<file path="config.mk">
export PLATFORM = sky130hd
export DESIGN_NAME = alu_muldiv_seq
export DESIGN_NICKNAME = d
export VERILOG_FILES = /design/src/rtl/alu_seq_pkg.sv /design/src/rtl/ALU_8bit.sv /design/src/rtl/alu_muldiv_seq.sv
export SDC_FILE = /design/constraint.sdc
export NUM_CORES = 1
export LEC_CHECK = 0
export ABC_AREA = 1
export CAP_MARGIN = 25
export CORE_MARGIN = 10
export CORE_UTILIZATION = 25
export DETAILED_ROUTE_END_ITERATION = 8
export GPL_TIMING_DRIVEN = 0
export PLACE_DENSITY_LB_ADDON = 0.08
export SLEW_MARGIN = 20
export SYNTH_ARGS = -nofsm -noshare
export SYNTH_HDL_FRONTEND = slang
export SYNTH_HIERARCHICAL = 1
export SYNTH_SLANG_ARGS = --single-unit
</file>
<file path="constraint.sdc">
create_clock -name clk -period 8.62 [get_ports clk]
set_clock_uncertainty 0.1 [all_clocks]
set_input_delay 1.724 -clock clk [delete_from_list [all_inputs] [get_ports clk]]
set_output_delay 1.724 -clock clk [all_outputs]
set_load 0.01 [all_outputs]
</file>
<file path="src/rtl/alu_seq_pkg.sv">
// alu_seq_pkg: shared definitions for the multiply/divide sequencer.
//   - state_t : sequencer FSM states (IDLE, ITER, DONE)
//   - OP_MUL / OP_DIV : encodings of the 'op' input
//   - ALU_ADD / ALU_SUB : ALU_cont codes, also used by the instruction decoder
//   - N_BITS : operand width, fixed by the ALU_8bit datapath
package alu_seq_pkg;

  localparam int N_BITS = 8;

  localparam logic [3:0] ALU_AND = 4'b0000;
  localparam logic [3:0] ALU_OR  = 4'b0001;
  localparam logic [3:0] ALU_ADD = 4'b0010;
  localparam logic [3:0] ALU_SUB = 4'b0110;
  localparam logic [3:0] ALU_SLT = 4'b0111;
  localparam logic [3:0] ALU_NOR = 4'b1100;

  localparam logic OP_MUL = 1'b0;
  localparam logic OP_DIV = 1'b1;

  typedef enum logic [1:0] {
    IDLE = 2'd0,
    ITER = 2'd1,
    DONE = 2'd2
  } state_t;

endpackage

</file>
<file path="src/rtl/ALU_8bit.sv">
// ALU_8bit: combinational 8-bit ALU.
//   A, B      : operands
//   ALU_cont  : operation select (AND, OR, ADD, SUB, SLT, NOR)
//   Cin       : carry in for ADD
//   X         : result
//   Cout      : carry out (for SUB, 1 means no borrow)
//   Zero      : X == 0
//   Overflow  : signed overflow of ADD/SUB
module ALU_8bit
  import alu_seq_pkg::*;
(
  input  logic [N_BITS-1:0] A,
  input  logic [N_BITS-1:0] B,
  input  logic [3:0]        ALU_cont,
  input  logic              Cin,
  output logic [N_BITS-1:0] X,
  output logic              Cout,
  output logic              Zero,
  output logic              Overflow
);

  logic [N_BITS:0] sum;

  always_comb begin
    sum      = '0;
    X        = '0;
    Cout     = 1'b0;
    Overflow = 1'b0;
    case (ALU_cont)
      ALU_AND: X = A & B;
      ALU_OR:  X = A | B;
      ALU_ADD: begin
        sum      = {1'b0, A} + {1'b0, B} + {{N_BITS{1'b0}}, Cin};
        X        = sum[N_BITS-1:0];
        Cout     = sum[N_BITS];
        Overflow = (A[N_BITS-1] == B[N_BITS-1]) && (X[N_BITS-1] != A[N_BITS-1]);
      end
      ALU_SUB: begin
        // Two's-complement subtract: the +1 is internal, so Cin need not be driven.
        sum      = {1'b0, A} + {1'b0, ~B} + (N_BITS+1)'(1);
        X        = sum[N_BITS-1:0];
        Cout     = sum[N_BITS];
        Overflow = (A[N_BITS-1] != B[N_BITS-1]) && (X[N_BITS-1] != A[N_BITS-1]);
      end
      ALU_SLT: X = {{(N_BITS-1){1'b0}}, ($signed(A) < $signed(B))};
      ALU_NOR: X = ~(A | B);
      default: X = '0;
    endcase
  end

  assign Zero = (X == '0);

endmodule

</file>
<file path="src/rtl/alu_muldiv_seq.sv">
// alu_muldiv_seq: multi-cycle 8x8 unsigned multiply (shift-add) and 8/8
// unsigned divide (restoring shift-subtract) on one ALU_8bit instance.
//   clk, rst    : clock, asynchronous active-high reset
//   start       : request, accepted only while ready=1
//   op          : 0=multiply, 1=divide (sampled at accept)
//   a, b        : multiplicand/dividend, multiplier/divisor (sampled at accept)
//   ready       : high in IDLE and DONE
//   done        : one-cycle pulse, results valid
//   result_hi   : MUL product[15:8] / DIV remainder
//   result_lo   : MUL product[7:0]  / DIV quotient
//   div_by_zero : set with done for a divide by zero, cleared at next accept
module alu_muldiv_seq
  import alu_seq_pkg::*;
(
  input  logic              clk,
  input  logic              rst,
  input  logic              start,
  input  logic              op,
  input  logic [N_BITS-1:0] a,
  input  logic [N_BITS-1:0] b,
  output logic              ready,
  output logic              done,
  output logic [N_BITS-1:0] result_hi,
  output logic [N_BITS-1:0] result_lo,
  output logic              div_by_zero
);

  state_t            state_reg, state_next;
  logic [N_BITS-1:0] hi_reg, lo_reg, m_reg;
  logic [2:0]        cnt_reg;
  logic              op_r_reg, dbz_reg;

  logic              accept;
  logic              div_zero_req;
  logic [N_BITS-1:0] alu_a, alu_x;
  logic [3:0]        alu_cont;
  logic              alu_cout;
  logic              unused_zero, unused_overflow;

  // Divide: partial remainder shifted left by one, as a 9-bit {t8, t_low}.
  logic              t8;
  logic [N_BITS-1:0] t_low;
  logic              quot_bit;

  assign accept       = start && ready;
  assign div_zero_req = (op == OP_DIV) && (b == '0);
  assign t8           = hi_reg[N_BITS-1];
  assign t_low        = {hi_reg[N_BITS-2:0], lo_reg[N_BITS-1]};
  // A set t8 means the shifted remainder is >= 256 > m, so subtraction always fits.
  assign quot_bit     = t8 | alu_cout;

  always_comb begin
    if (op_r_reg == OP_DIV) begin
      alu_cont = ALU_SUB;
      alu_a    = t_low;
    end else begin
      alu_cont = ALU_ADD;
      alu_a    = hi_reg;
    end
  end

  ALU_8bit u_alu (
    .A        (alu_a),
    .B        (m_reg),
    .ALU_cont (alu_cont),
    .Cin      (1'b0),
    .X        (alu_x),
    .Cout     (alu_cout),
    .Zero     (unused_zero),
    .Overflow (unused_overflow)
  );

  // FSM: state register
  always_ff @(posedge clk or posedge rst) begin
    if (rst) state_reg <= IDLE;
    else     state_reg <= state_next;
  end

  // FSM: next state
  always_comb begin
    state_next = state_reg;
    case (state_reg)
      IDLE, DONE: begin
        if (accept) state_next = div_zero_req ? DONE : ITER;
        else        state_next = IDLE;
      end
      ITER:    if (cnt_reg == 3'd7) state_next = DONE;
      default: state_next = IDLE;
    endcase
  end

  // FSM: outputs decoded from state only
  always_comb begin
    ready = (state_reg == IDLE) || (state_reg == DONE);
    done  = (state_reg == DONE);
  end

  // Datapath: operand load on accept, one iteration per ITER cycle.
  always_ff @(posedge clk or posedge rst) begin
    if (rst) begin
      hi_reg   <= '0;
      lo_reg   <= '0;
      m_reg    <= '0;
      cnt_reg  <= '0;
      op_r_reg <= 1'b0;
      dbz_reg  <= 1'b0;
    end else if (accept) begin
      m_reg    <= b;
      cnt_reg  <= '0;
      op_r_reg <= op;
      if (div_zero_req) begin
        hi_reg  <= a;
        lo_reg  <= '1;
        dbz_reg <= 1'b1;
      end else begin
        hi_reg  <= '0;
        lo_reg  <= a;
        dbz_reg <= 1'b0;
      end
    end else if (state_reg == ITER) begin
      cnt_reg <= cnt_reg + 3'd1;
      if (op_r_reg == OP_DIV) begin
        hi_reg <= quot_bit ? alu_x : t_low;
        lo_reg <= {lo_reg[N_BITS-2:0], quot_bit};
      end else if (lo_reg[0]) begin
        // {hi,lo} <= {Cout, hi+m, lo} >> 1
        hi_reg <= {alu_cout, alu_x[N_BITS-1:1]};
        lo_reg <= {alu_x[0], lo_reg[N_BITS-1:1]};
      end else begin
        hi_reg <= {1'b0, hi_reg[N_BITS-1:1]};
        lo_reg <= {hi_reg[0], lo_reg[N_BITS-1:1]};
      end
    end
  end

  assign result_hi   = hi_reg;
  assign result_lo   = lo_reg;
  assign div_by_zero = dbz_reg;

endmodule

</file>
==> insert_results.sql <==
INSERT INTO impl_metrics (metric_group, metric, value, unit) VALUES
('die', 'io_pins', '39', ''),
('logic_synthesis', 'synthesis.area_per_instance', '6.29', 'um2'),
('die', 'core-area', '12700', 'um2'),
('critical_path', 'cp_dominant_cell_by_count', 'nand2_1', ''),
('power', 'power.net_switching', '830', 'uW'),
('clock_network', 'clock-root-buffer', 'clkbuf_16', ''),
('timing', 'max-slew-margin-rel', '50.6', '%'),
('logic_synthesis', 'netlist_instances', '521', ''),
('critical_path', 'crit_chain', 'buf_2 -> o21ai_0 -> fa_1 -> fa_1 -> nand3_1 -> nand3_1 -> nand2_1 -> nand2_1 -> a21oi_1 -> o21ai_0 -> o21ai_0 -> nand2_1 -> nand2_1 -> nand2_1 -> nand2_1 -> nand2_1 -> nand2_1 -> nand2_1', ''),
('routing', 'post-route-drc-count', '0', ''),
('timing', 'rsz0062_at_grt', 'false', ''),
('global_routing', 'grt_usage', '11.8', '%'),
('clock_network', 'cts.repair_timing.setup_buffer_count', '0', ''),
('logic_synthesis', 'ys_warn_count', '6', ''),
('power', 'vdd_drop_max', '0.136', 'mV'),
('timing', 'hold_viol', '0', ''),
('global_routing', 'first_global_vias', '3301', ''),
('critical_path', 'critical_path.reg2reg.startpoint', 'op_r_reg', ''),
('die', 'die_x', '134', 'um'),
('power', 'intPower', '766', 'uW'),
('routing', 'drt-vias-per-instance', '4.49', ''),
('critical_path', 'cp-end-kind', 'flop', ''),
('routing', 'totalWireLength', '10600', 'um'),
('global_routing', 'grt_remaining_overflow', '0', ''),
('die', 'die_span_y', '134', 'um'),
('clock_network', 'tritoncts', 'yes', ''),
('timing', 'finalSetupViolations', '0', ''),
('die', 'floorplan.initialDensity', '25.8', '%'),
('timing', 'finalMaxSlewViolations', '0', ''),
('clock_network', 'htree_levels', '2', ''),
('placement', 'placed_cells_incl_taps', '744', ''),
('timing', 'final_min_period_over_clock_period', '45.8', '%'),
('power', 'share_seq_of_total_power', '18.7', '%'),
('critical_path', 'startpoint_type', 'flop', ''),
('clock_network', 'postCtsResizedCells', '0', ''),
('clock_network', 'max-clock-path-buffers', '2', ''),
('placement', 'placement.io_buffers', '38', ''),
('timing', 'finalCriticalPeriod', '3.95', 'ns'),
('job', 'max_capacitance_violation_count', '0', ''),
('clock_network', 'clk_pin_slew', '0.06', 'ns'),
('global_routing', 'grt_max_degree', '32', ''),
('timing', 'worst-slew-pin-transition', '0.734', 'ns'),
('routing', 'route.antenna.remaining_nets', '0', ''),
('cells_and_area', 'antenna_diode_instance_count', '0', ''),
('global_routing', 'grt_antenna_before_repair', '0', ''),
('routing', 'wl_cell', '14.0', 'um'),
('placement', 'detailed_place.area', '3920', 'um2'),
('cells_and_area', 'stdcell_area', '4090', 'um2'),
('clock_network', 'cts-buffers-inserted', '5', ''),
('power', 'combinationalPowerShare', '68.3', '%'),
('routing', 'drtPass1Iterations', '5', ''),
('status', 'run_status', 'completed', ''),
('clock_network', 'cts_hold_buf', '0', ''),
('timing', 'final.setup.tns', '0', 'ns'),
('critical_path', 'setup.worst_path.start', 'op_r_reg', ''),
('critical_path', 'highest_fanout_seen_on_the_critical_path', '10', ''),
('hold_path', 'worstHoldPathType', 'flop to flop', ''),
('global_routing', 'grt_first_pass_wirelength', '17400', 'um'),
('power', 'leakagePower', '0.00210', 'uW'),
('critical_path', 'crit_path_max_incr_delay', '0.58', 'ns'),
('hold_path', 'hold_start', 'div_by_zero', ''),
('critical_path', 'slowest_stage', 'dfrtp_1', ''),
('clock_network', 'worstSkewPairLatency', '0.28', 'ns'),
('power', 'power_density', '390', 'nW/um2'),
('routing', 'dr_iter_0_viols', '229', ''),
('cells_and_area', 'areaGrowthSynthToFinish', '24.8', '%'),
('logic_synthesis', 'synth_area', '3280', 'um2'),
('power', 'power.switching_fraction', '52.0', '%'),
('critical_path', 'critical_path_class', 'flop to flop', ''),
('clock_network', 'clock-sinks', '31', ''),
('routing', 'vias_after_detailed_routing', '3379', ''),
('timing', 'clock.fmax', '253', 'MHz'),
('die', 'design.die.area', '18100', 'um2'),
('placement', 'place.detailed.hpwl', '8680', 'um'),
('cells_and_area', 'fraction_of_layout_instances_using_a_drive_strength_above_1', '9.66', '%'),
('cells_and_area', 'layoutNonFillerInstCount', '752', ''),
('critical_path', 'worst-endpoint-arrival', '4.02', 'ns'),
('critical_path', 'worst-endpoint-required', '8.69', 'ns'),
('power', 'power.share.clock', '13.0', '%'),
('die', 'num_rows', '41', ''),
('cells_and_area', 'finish.net_count', '628', ''),
('placement', 'place_congestion', '0.810', '');
[per-layer routing]
metal	global-route usage, %	share of wire, %
met1	16.7	51
met2	18.2	44
met3	2.15	3.7
met4	2.24	0.33
met5	0	0
[through the flow]
| stage | total power (uW) | hold WS (ns) | setup WS (ns) | util (%) |
|---|---|---|---|---|
| 4_1_cts | 1600 | 0.399 | 4.66 | 32.1 |
| 2_1_floorplan | 1060 | 0.364 | 5.51 | - |
| 3_3_place_gp | 1390 | 0.375 | 4.61 | 30.8 |
| 3_5_place_dp | 1390 | 0.376 | 4.68 | 30.8 |
| 6_report | 1600 | 0.391 | 4.67 | 32.1 |
| 5_1_grt | 1780 | 0.416 | 4.23 | 32.1 |
[layout by cell type, fill, tap and decap left out, types with 3 or more instances in the layout]
master / count
nor2_2: 6
clkdlybuf4s50_1: 38
clkbuf_16: 5
nand2_1: 185
dfrtp_1: 31
nor2_1: 27
fa_1: 3
buf_4: 3
nand3_1: 48
nand2_2: 6
ha_1: 26
o21ai_1: 6
inv_1: 69
buf_2: 6
inv_2: 10
buf_6: 7
conb_1: 15
o211ai_1: 6
a21oi_1: 13
nand4_1: 7
o21ai_0: 36
[power groups by stage]
stage	sequential, uW	combinational [uW]	clock [uW]
after floorplan	285	774	0
after global placement	301	1090	0
after detailed placement	300	1090	0
after CTS	298	1100	210
after global routing	310	1260	217
final	298	1090	207
[critical path: cells and delay by family (launching register included)]
kind	cells	cell delay, ns
AOI/OAI and AO/OA	4	1.08
DFF	1	0.58
buffers and inverters	1	0.32
and+or+nand+nor	11	0.78
adders and majority gates	2	0.99
[layout make-up]
cell class | instances | area (um2)
fillers | 1462 | 8630
multi-input cells | 407 | 2120
flip-flops and latches | 31 | 776
repair buffers | 38 | 380
inverters | 80 | 303
well taps | 172 | 215
plain buffers | 16 | 131
clock buffers | 5 | 125
clock inverters | 3 | 43.8
[worst paths after layout]
path / end / cells after the start / slack (ns)
hold / removal: div_by_zero / 2 / 0.39
min in group asynchronous: result_hi[1] / 2 / 1.78
hold reg to reg: div_by_zero / 2 / 0.39
setup reg to reg: result_hi[7] / 18 / 4.67
setup / recovery: result_hi[7] / 18 / 4.67
max in group asynchronous: result_hi[5] / 2 / 6.18
(Power assumes the default switching activity.)
